[src/rtl/ef_uart_tx_arbiter_if.sv]
// Requester byte streams and UART TX FIFO write port shared through the arbiter.
// The master modport is the arbiter's view; slave is the view of the sources and FIFO.
interface ef_uart_tx_arbiter_if #(
   parameter int N_REQ = 4,
   parameter int DW    = 8
);
   logic [N_REQ-1:0]    req_valid;
   logic [N_REQ*DW-1:0] req_data;
   logic [N_REQ-1:0]    req_last;
   logic [N_REQ-1:0]    req_ready;
   logic [DW-1:0]       fifo_wdata;
   logic                fifo_wr;
   logic                fifo_full;

   modport master (
      input  req_valid, req_data, req_last, fifo_full,
      output req_ready, fifo_wdata, fifo_wr
   );

   modport slave (
      output req_valid, req_data, req_last, fifo_full,
      input  req_ready, fifo_wdata, fifo_wr
   );
endinterface

[src/rtl/ef_uart_tx_arbiter.sv]
// Packet-granular round-robin arbiter sharing one UART TX FIFO write port
// among N_REQ byte-stream requesters, with a stall timeout that reclaims the
// UART from a requester that goes silent mid-packet.
module ef_uart_tx_arbiter #(
   parameter int N_REQ = 4,
   parameter int DW    = 8,
   parameter int TO_W  = 16
) (
   input  logic                       HCLK,
   input  logic                       HRESETn,
   input  logic                       en,
   input  logic [TO_W-1:0]            timeout,
   ef_uart_tx_arbiter_if.master       bus,
   output logic [N_REQ-1:0]           grant,
   output logic                       busy,
   output logic                       to_evt,
   output logic [$clog2(N_REQ)-1:0]   to_src
);

   localparam int IW = $clog2(N_REQ);

   typedef enum logic {IDLE = 1'b0, GRANT = 1'b1} state_t;

   state_t           state_q, state_nxt;
   logic [IW-1:0]    g_q, g_nxt;
   logic [IW-1:0]    rr_q, rr_nxt;
   logic [TO_W-1:0]  cnt_q, cnt_nxt;
   logic [N_REQ-1:0] grant_nxt;
   logic             busy_nxt;
   logic             to_evt_nxt;
   logic [IW-1:0]    to_src_nxt;
   logic             xfer;

   // First valid requester strictly after ptr, scanning upward modulo N_REQ.
   function automatic logic [IW-1:0] rr_pick(input logic [IW-1:0] ptr,
                                             input logic [N_REQ-1:0] vld);
      logic [IW-1:0] sel;
      logic          hit;
      int            j;
      sel = ptr;
      hit = 1'b0;
      for (int k = 1; k <= N_REQ; k++) begin
         j = (int'(ptr) + k) % N_REQ;
         if (!hit && vld[j]) begin
            hit = 1'b1;
            sel = IW'(j);
         end
      end
      return sel;
   endfunction

   // Stall counter increment that holds at all-ones instead of wrapping.
   function automatic logic [TO_W-1:0] sat_inc(input logic [TO_W-1:0] c);
      return (c == {TO_W{1'b1}}) ? c : c + 1'b1;
   endfunction

   // A byte moves only from the owner, and never into a full FIFO.
   assign xfer           = (state_q == GRANT) & bus.req_valid[g_q] & ~bus.fifo_full;
   assign bus.fifo_wr    = xfer;
   assign bus.req_ready  = grant & {N_REQ{~bus.fifo_full}};
   assign bus.fifo_wdata = busy ? bus.req_data[int'(g_q)*DW +: DW] : '0;

   // Next-state, grant selection, stall counting and release decisions.
   always_comb begin
      state_nxt  = state_q;
      g_nxt      = g_q;
      rr_nxt     = rr_q;
      cnt_nxt    = cnt_q;
      grant_nxt  = grant;
      busy_nxt   = busy;
      to_evt_nxt = 1'b0;
      to_src_nxt = to_src;
      case (state_q)
         IDLE: begin
            if (en && (|bus.req_valid)) begin
               g_nxt     = rr_pick(rr_q, bus.req_valid);
               grant_nxt = {{(N_REQ-1){1'b0}}, 1'b1} << g_nxt;
               busy_nxt  = 1'b1;
               cnt_nxt   = '0;
               state_nxt = GRANT;
            end
         end
         GRANT: begin
            // FIFO-full cycles hold the counter: the owner is not silent then.
            if (xfer) begin
               cnt_nxt = '0;
            end else if (!bus.req_valid[g_q]) begin
               cnt_nxt = sat_inc(cnt_q);
            end
            if (xfer && bus.req_last[g_q]) begin
               state_nxt = IDLE;
               grant_nxt = '0;
               busy_nxt  = 1'b0;
               rr_nxt    = g_q;
            end else if ((timeout != '0) && (cnt_nxt >= timeout)) begin
               state_nxt  = IDLE;
               grant_nxt  = '0;
               busy_nxt   = 1'b0;
               rr_nxt     = g_q;
               to_evt_nxt = 1'b1;
               to_src_nxt = g_q;
            end
         end
         default: begin
            state_nxt = IDLE;
            grant_nxt = '0;
            busy_nxt  = 1'b0;
         end
      endcase
   end

   // State and registered outputs; rr_q starts at the top so requester 0 wins first.
   always_ff @(posedge HCLK or negedge HRESETn) begin
      if (!HRESETn) begin
         state_q <= IDLE;
         g_q     <= '0;
         rr_q    <= IW'(N_REQ - 1);
         cnt_q   <= '0;
         grant   <= '0;
         busy    <= 1'b0;
         to_evt  <= 1'b0;
         to_src  <= '0;
      end else begin
         state_q <= state_nxt;
         g_q     <= g_nxt;
         rr_q    <= rr_nxt;
         cnt_q   <= cnt_nxt;
         grant   <= grant_nxt;
         busy    <= busy_nxt;
         to_evt  <= to_evt_nxt;
         to_src  <= to_src_nxt;
      end
   end

endmodule

[src/flat_wrapper.sv]
// flat-port wrapper written by rule: the top's interface ports become plain ports
module ef_uart_tx_arbiter_flat 
#(
   parameter int N_REQ = 4,
   parameter int DW    = 8,
   parameter int TO_W  = 16
)
  (HCLK, HRESETn, en, timeout, grant, busy, to_evt, to_src, bus_req_valid, bus_req_data, bus_req_last, bus_fifo_full, bus_req_ready, bus_fifo_wdata, bus_fifo_wr);
  ef_uart_tx_arbiter_if #(.N_REQ(N_REQ), .DW(DW)) bus_i ();
  input  logic HCLK;
  input  logic HRESETn;
  input  logic en;
  input  logic [TO_W-1:0] timeout;
  output logic [N_REQ-1:0] grant;
  output logic busy;
  output logic to_evt;
  output logic [$clog2(N_REQ)-1:0] to_src;
  input wire logic [$bits(bus_i.req_valid)-1:0] bus_req_valid;
  input wire logic [$bits(bus_i.req_data)-1:0] bus_req_data;
  input wire logic [$bits(bus_i.req_last)-1:0] bus_req_last;
  input wire logic [$bits(bus_i.fifo_full)-1:0] bus_fifo_full;
  output wire logic [$bits(bus_i.req_ready)-1:0] bus_req_ready;
  output wire logic [$bits(bus_i.fifo_wdata)-1:0] bus_fifo_wdata;
  output wire logic [$bits(bus_i.fifo_wr)-1:0] bus_fifo_wr;
  assign bus_i.req_valid = bus_req_valid;
  assign bus_i.req_data = bus_req_data;
  assign bus_i.req_last = bus_req_last;
  assign bus_i.fifo_full = bus_fifo_full;
  assign bus_req_ready = bus_i.req_ready;
  assign bus_fifo_wdata = bus_i.fifo_wdata;
  assign bus_fifo_wr = bus_i.fifo_wr;
  ef_uart_tx_arbiter #(.N_REQ(N_REQ), .DW(DW), .TO_W(TO_W)) u_core (.HCLK(HCLK), .HRESETn(HRESETn), .en(en), .timeout(timeout), .bus(bus_i), .grant(grant), .busy(busy), .to_evt(to_evt), .to_src(to_src));
endmodule
[config.mk]
export PLATFORM = sky130hd
export DESIGN_NAME = ef_uart_tx_arbiter_flat
export DESIGN_NICKNAME = d
export VERILOG_FILES = /design/src/rtl/ef_uart_tx_arbiter_if.sv /design/src/rtl/ef_uart_tx_arbiter.sv /design/src/flat_wrapper.sv
export SDC_FILE = /design/constraint.sdc
export NUM_CORES = 1
export LEC_CHECK = 0
export ABC_AREA = 1
export CAP_MARGIN = 10
export CELL_PAD_IN_SITES_DETAIL_PLACEMENT = 1
export CELL_PAD_IN_SITES_GLOBAL_PLACEMENT = 1
export CORE_MARGIN = 1.5
export CORE_UTILIZATION = 34
export DETAILED_ROUTE_END_ITERATION = 7
export PLACE_DENSITY_LB_ADDON = 0.1
export SLEW_MARGIN = 20
export SYNTH_ARGS = -nofsm -noshare
export SYNTH_HDL_FRONTEND = slang
export SYNTH_SLANG_ARGS = --single-unit
[constraint.sdc]
create_clock -name HCLK -period 3.4 [get_ports HCLK]
set_input_delay 0.85 -clock HCLK [delete_from_list [all_inputs] [get_ports HCLK]]
set_output_delay 0.85 -clock HCLK [all_outputs]
set_load 0.05 [all_outputs]
==> impl_metrics.csv <==
group,metric,value,unit
outcome,outcome,"completed",
critical_path,r2r_slack,0.33,ns
synthesis,synth_top_area_share,22.0,%
finish,most-common-layout-cells,"nand2_1, nor2_1, clkdlybuf4s50_1",
finish,layout_commonest_cell,"nand2_1",
global_route,grt_pass1_wl,17900,um
finish,drive_gt1_share,17.4,%
drt,vias,3612,
place,place_hpwl,8690,um
drt,wl_per_cell,14.9,um
timing,drv_slew,0,
synthesis,synth_mux_area_share,0,%
place,gp_congestion,0.821,
global_route,grt_max_degree,30,
critical_path,required,3.62,ns
timing,finalClockSkew,0.0135,ns
synthesis,synth_xor_area_share,2.28,%
min_path,min_path_type,"reg2reg",
synthesis,synth-adder-area-share,6.92,%
global_route,grt-ovfl-total,0,
cts,hold_buffers,0,
global_route,grt_antenna_before_repair,0,
drt,drcViolationCount,0,
timing,max_freq,310,MHz
floorplanning,io_pins,81,
critical_path,worstPathMaxFanout,9,
synthesis,synth_flop_cell,"dfrtp_1",
cts,clock-root-buffer,"clkbuf_8",
pwr,power.total,4.32,mW
synthesis,ys_ff_latch,29,
synthesis,synth_compound_area_share,8.71,%
floorplanning,core,0.00872,mm2
critical_path,rr_endpoint,"u_core.busy$_DFFE_PN0P_",
global_route,grtUsageTotal,22.8,%
synthesis,yosys.area_share.simple,47.4,%
floorplanning,initial_utilization,35.3,%
critical_path,reg2reg_depth,16,
synthesis,ys_warn_count,0,
cts,cts_tree,"done",
min_path,hold_depth,2,
floorplanning,dieArea,0.00962,mm2
place,place_area,0.00425,mm2
drt,drt-total-wl,10700,um
timing,fin_crit_sh,94.9,%
timing,setup_viol,0,
cts,clock_latency,0.29,ns
floorplanning,fp-row-count,34,
critical_path,crit_path_cell_trace,"clkdlybuf4s50_1 -> nand2_1 -> nand3_2 -> nand2_4 -> buf_4 -> nand3_1 -> nand2_1 -> nor2_1 -> ha_1 -> a21o_1 -> a21oi_1 -> nand2_1 -> nand2_1 -> nand2_1 -> nand2_2 -> nand2_1 -> o21ai_0",
synthesis,synth_top_family_by_area,"simple AND/OR/NAND/NOR gates",
synthesis,syn_inst,500,
timing,fin_hold_ws,0.508,ns
critical_path,crit_path_max_incr_delay,0.49,ns
cts,cts-buffers-inserted,5,
finish,final_area,0.00441,mm2
critical_path,cp_slowest_cell,"clkdlybuf4s50_1",
synthesis,synth.top_cells.by_area,"dfrtp_1, nand2_1, nor2_1",
floorplanning,die-width,98.1,um
synthesis,synth_top_area_cell,"dfrtp_1",
cts,clockBufferDepth,2,
pwr,peakVddDrop,0.451,mV
finish,fill_cells,1136,
drt,ant_nets,0,
synthesis,syn_nets,577,
min_path,worst_hold_path.endpoint,"u_core.to_src[0]$_DFFE_PN0P_",
synthesis,synth-async-reset-ratio,100,%
timing,worst_pin_slew,0.518,ns
drt,dr.pass1.iters,4,
finish,area_delta_synth_final,43.5,%
drt,viasPerCell,5.04,
critical_path,worstSetupPathType,"in2reg",
critical_path,crit_path_frequent_cell,"nand2_1",
synthesis,netlist_area,0.00307,mm2
timing,final.min_clock_period,3.23,ns
critical_path,end_kind,"flip-flop",
timing,finalHoldViolCount,0,
timing,slew_headroom,65.4,%
critical_path,worstPathArrival,3.44,ns
synthesis,synth.distinct_cells,32,
synthesis,ys_seq_area_share,23.7,%
global_route,grt_pass1_vias,3777,
finish,diodes,0,
run,cap_violations,0,
min_path,hold_start,"u_core.to_src[0]$_DFFE_PN0P_",
synthesis,syn_area_per_cell,6.15,um2
synthesis,synth-edff-count,0,
cts,cts.sinks,29,
finish,fin_nets,685,
pwr,powerDensity,978,mW/mm2
drt,drt_iter0_drc,62,
cts,htree_levels,2,
pwr,power_leakage,2.24,nW
critical_path,timing.rr.start,"u_core.cnt_q[0]$_DFFE_PN0P_",
floorplanning,die_h,98.1,um
critical_path,crit_path_start_kind,"input pin",
place,io_buffer_count,80,
cts,clk_pin_slew,0.08,ns
-- worst max path at each step --
stage	startpoint	endpoint	slack, ns	cells past startpoint
floorplan	bus_req_valid[1]	u_core.busy$_DFFE_PN0P_	0.53	16
global placement	bus_req_valid[0]	u_core.busy$_DFFE_PN0P_	-0.16	17
detailed placement	bus_req_valid[0]	u_core.busy$_DFFE_PN0P_	-0.31	17
CTS	bus_req_valid[0]	u_core.busy$_DFFE_PN0P_	0.02	17
global route	bus_req_valid[3]	u_core.grant[1]$_DFFE_PN0P_	-0.01	18
finish	bus_req_valid[3]	u_core.busy$_DFFE_PN0P_	0.17	17
-- power breakdown --
group / switching (mW) / internal [mW]
clock network: 0.153 / 0.143
logic: 2.00 / 1.34
registers: 0.189 / 0.495
-- what timing repair did --
item / in CTS / in global routing
gates resized for setup: 0 / 12
buffers inserted: 0 / 2
endpoints found under the setup margin: 0 / 11
-- per-stage QoR --
step                utilization [%]  instances  TNS [ns]  setup slack, ns
finish                         50.6        717         0            0.175
global route                   50.6        717   -0.0144          -0.0103
CTS                            49.8        715         0           0.0188
detailed placement             48.8        707     -2.41           -0.311
global placement               48.8        707     -1.28           -0.163
floorplan                         -        500         0            0.527
-- flip-flops by register name (all words and copies together), names as in the netlist --
name	cells
u_core.state_q	1
u_core.cnt_q	16
u_core.to_src	2
u_core.rr_q	2
u_core.grant	4
u_core.g_q	2
u_core.busy	1
u_core.to_evt	1
-- synthesized netlist by cell type, types with 5 or more instances --
cell / number
inv_1: 56
nand2_1: 151
buf_2: 8
nand3_1: 34
nand3_2: 5
nand4_1: 21
xor2_1: 7
o21ai_0: 31
nand2_2: 10
a21oi_1: 17
dfrtp_1: 27
nor2_4: 5
nor2_1: 69
ha_1: 17
inv_2: 6
-- cell type report --
type                       instances  area [um2]  share of cell area (%)
clock buffer                       5        68.8                    1.56
clock inverter                     3        22.5                   0.511
inverter                          63         236                    5.36
multi-input combinational        392        2050                    46.6
sequential                        29         728                    16.5
tap                              108         135                    3.06
timing repair buffer             117        1160                    26.4
-- critical path: cells and delay by family --
family / cells / cell delay [ns]
compound gates: 3 / 0.49
simple gates: 11 / 1.10
buf+inv: 2 / 0.68
fa+ha+maj: 1 / 0.32
-- metal layers --
| metal | vias to the layer above | GRT usage, % | share of wire [%] |
|---|---|---|---|
| met5 | - | 0 | 0 |
| met4 | 0 | 5.49 | 1.6 |
| met3 | 10 | 4.22 | 4.2 |
| met2 | 70 | 42.3 | 53 |
| met1 | 1719 | 26.8 | 41 |
| li1 | 1813 | - | - |
-- cell families after synthesis --
logic type               after synthesis
AND/OR/NAND/NOR                      314
buffers and inverters                 79
AO/OA/AOI/OAI                         53
flip-flops                            29
adder cells (fa/ha/maj)               17
XOR/XNOR                               8
(Power assumes the default switching activity.)
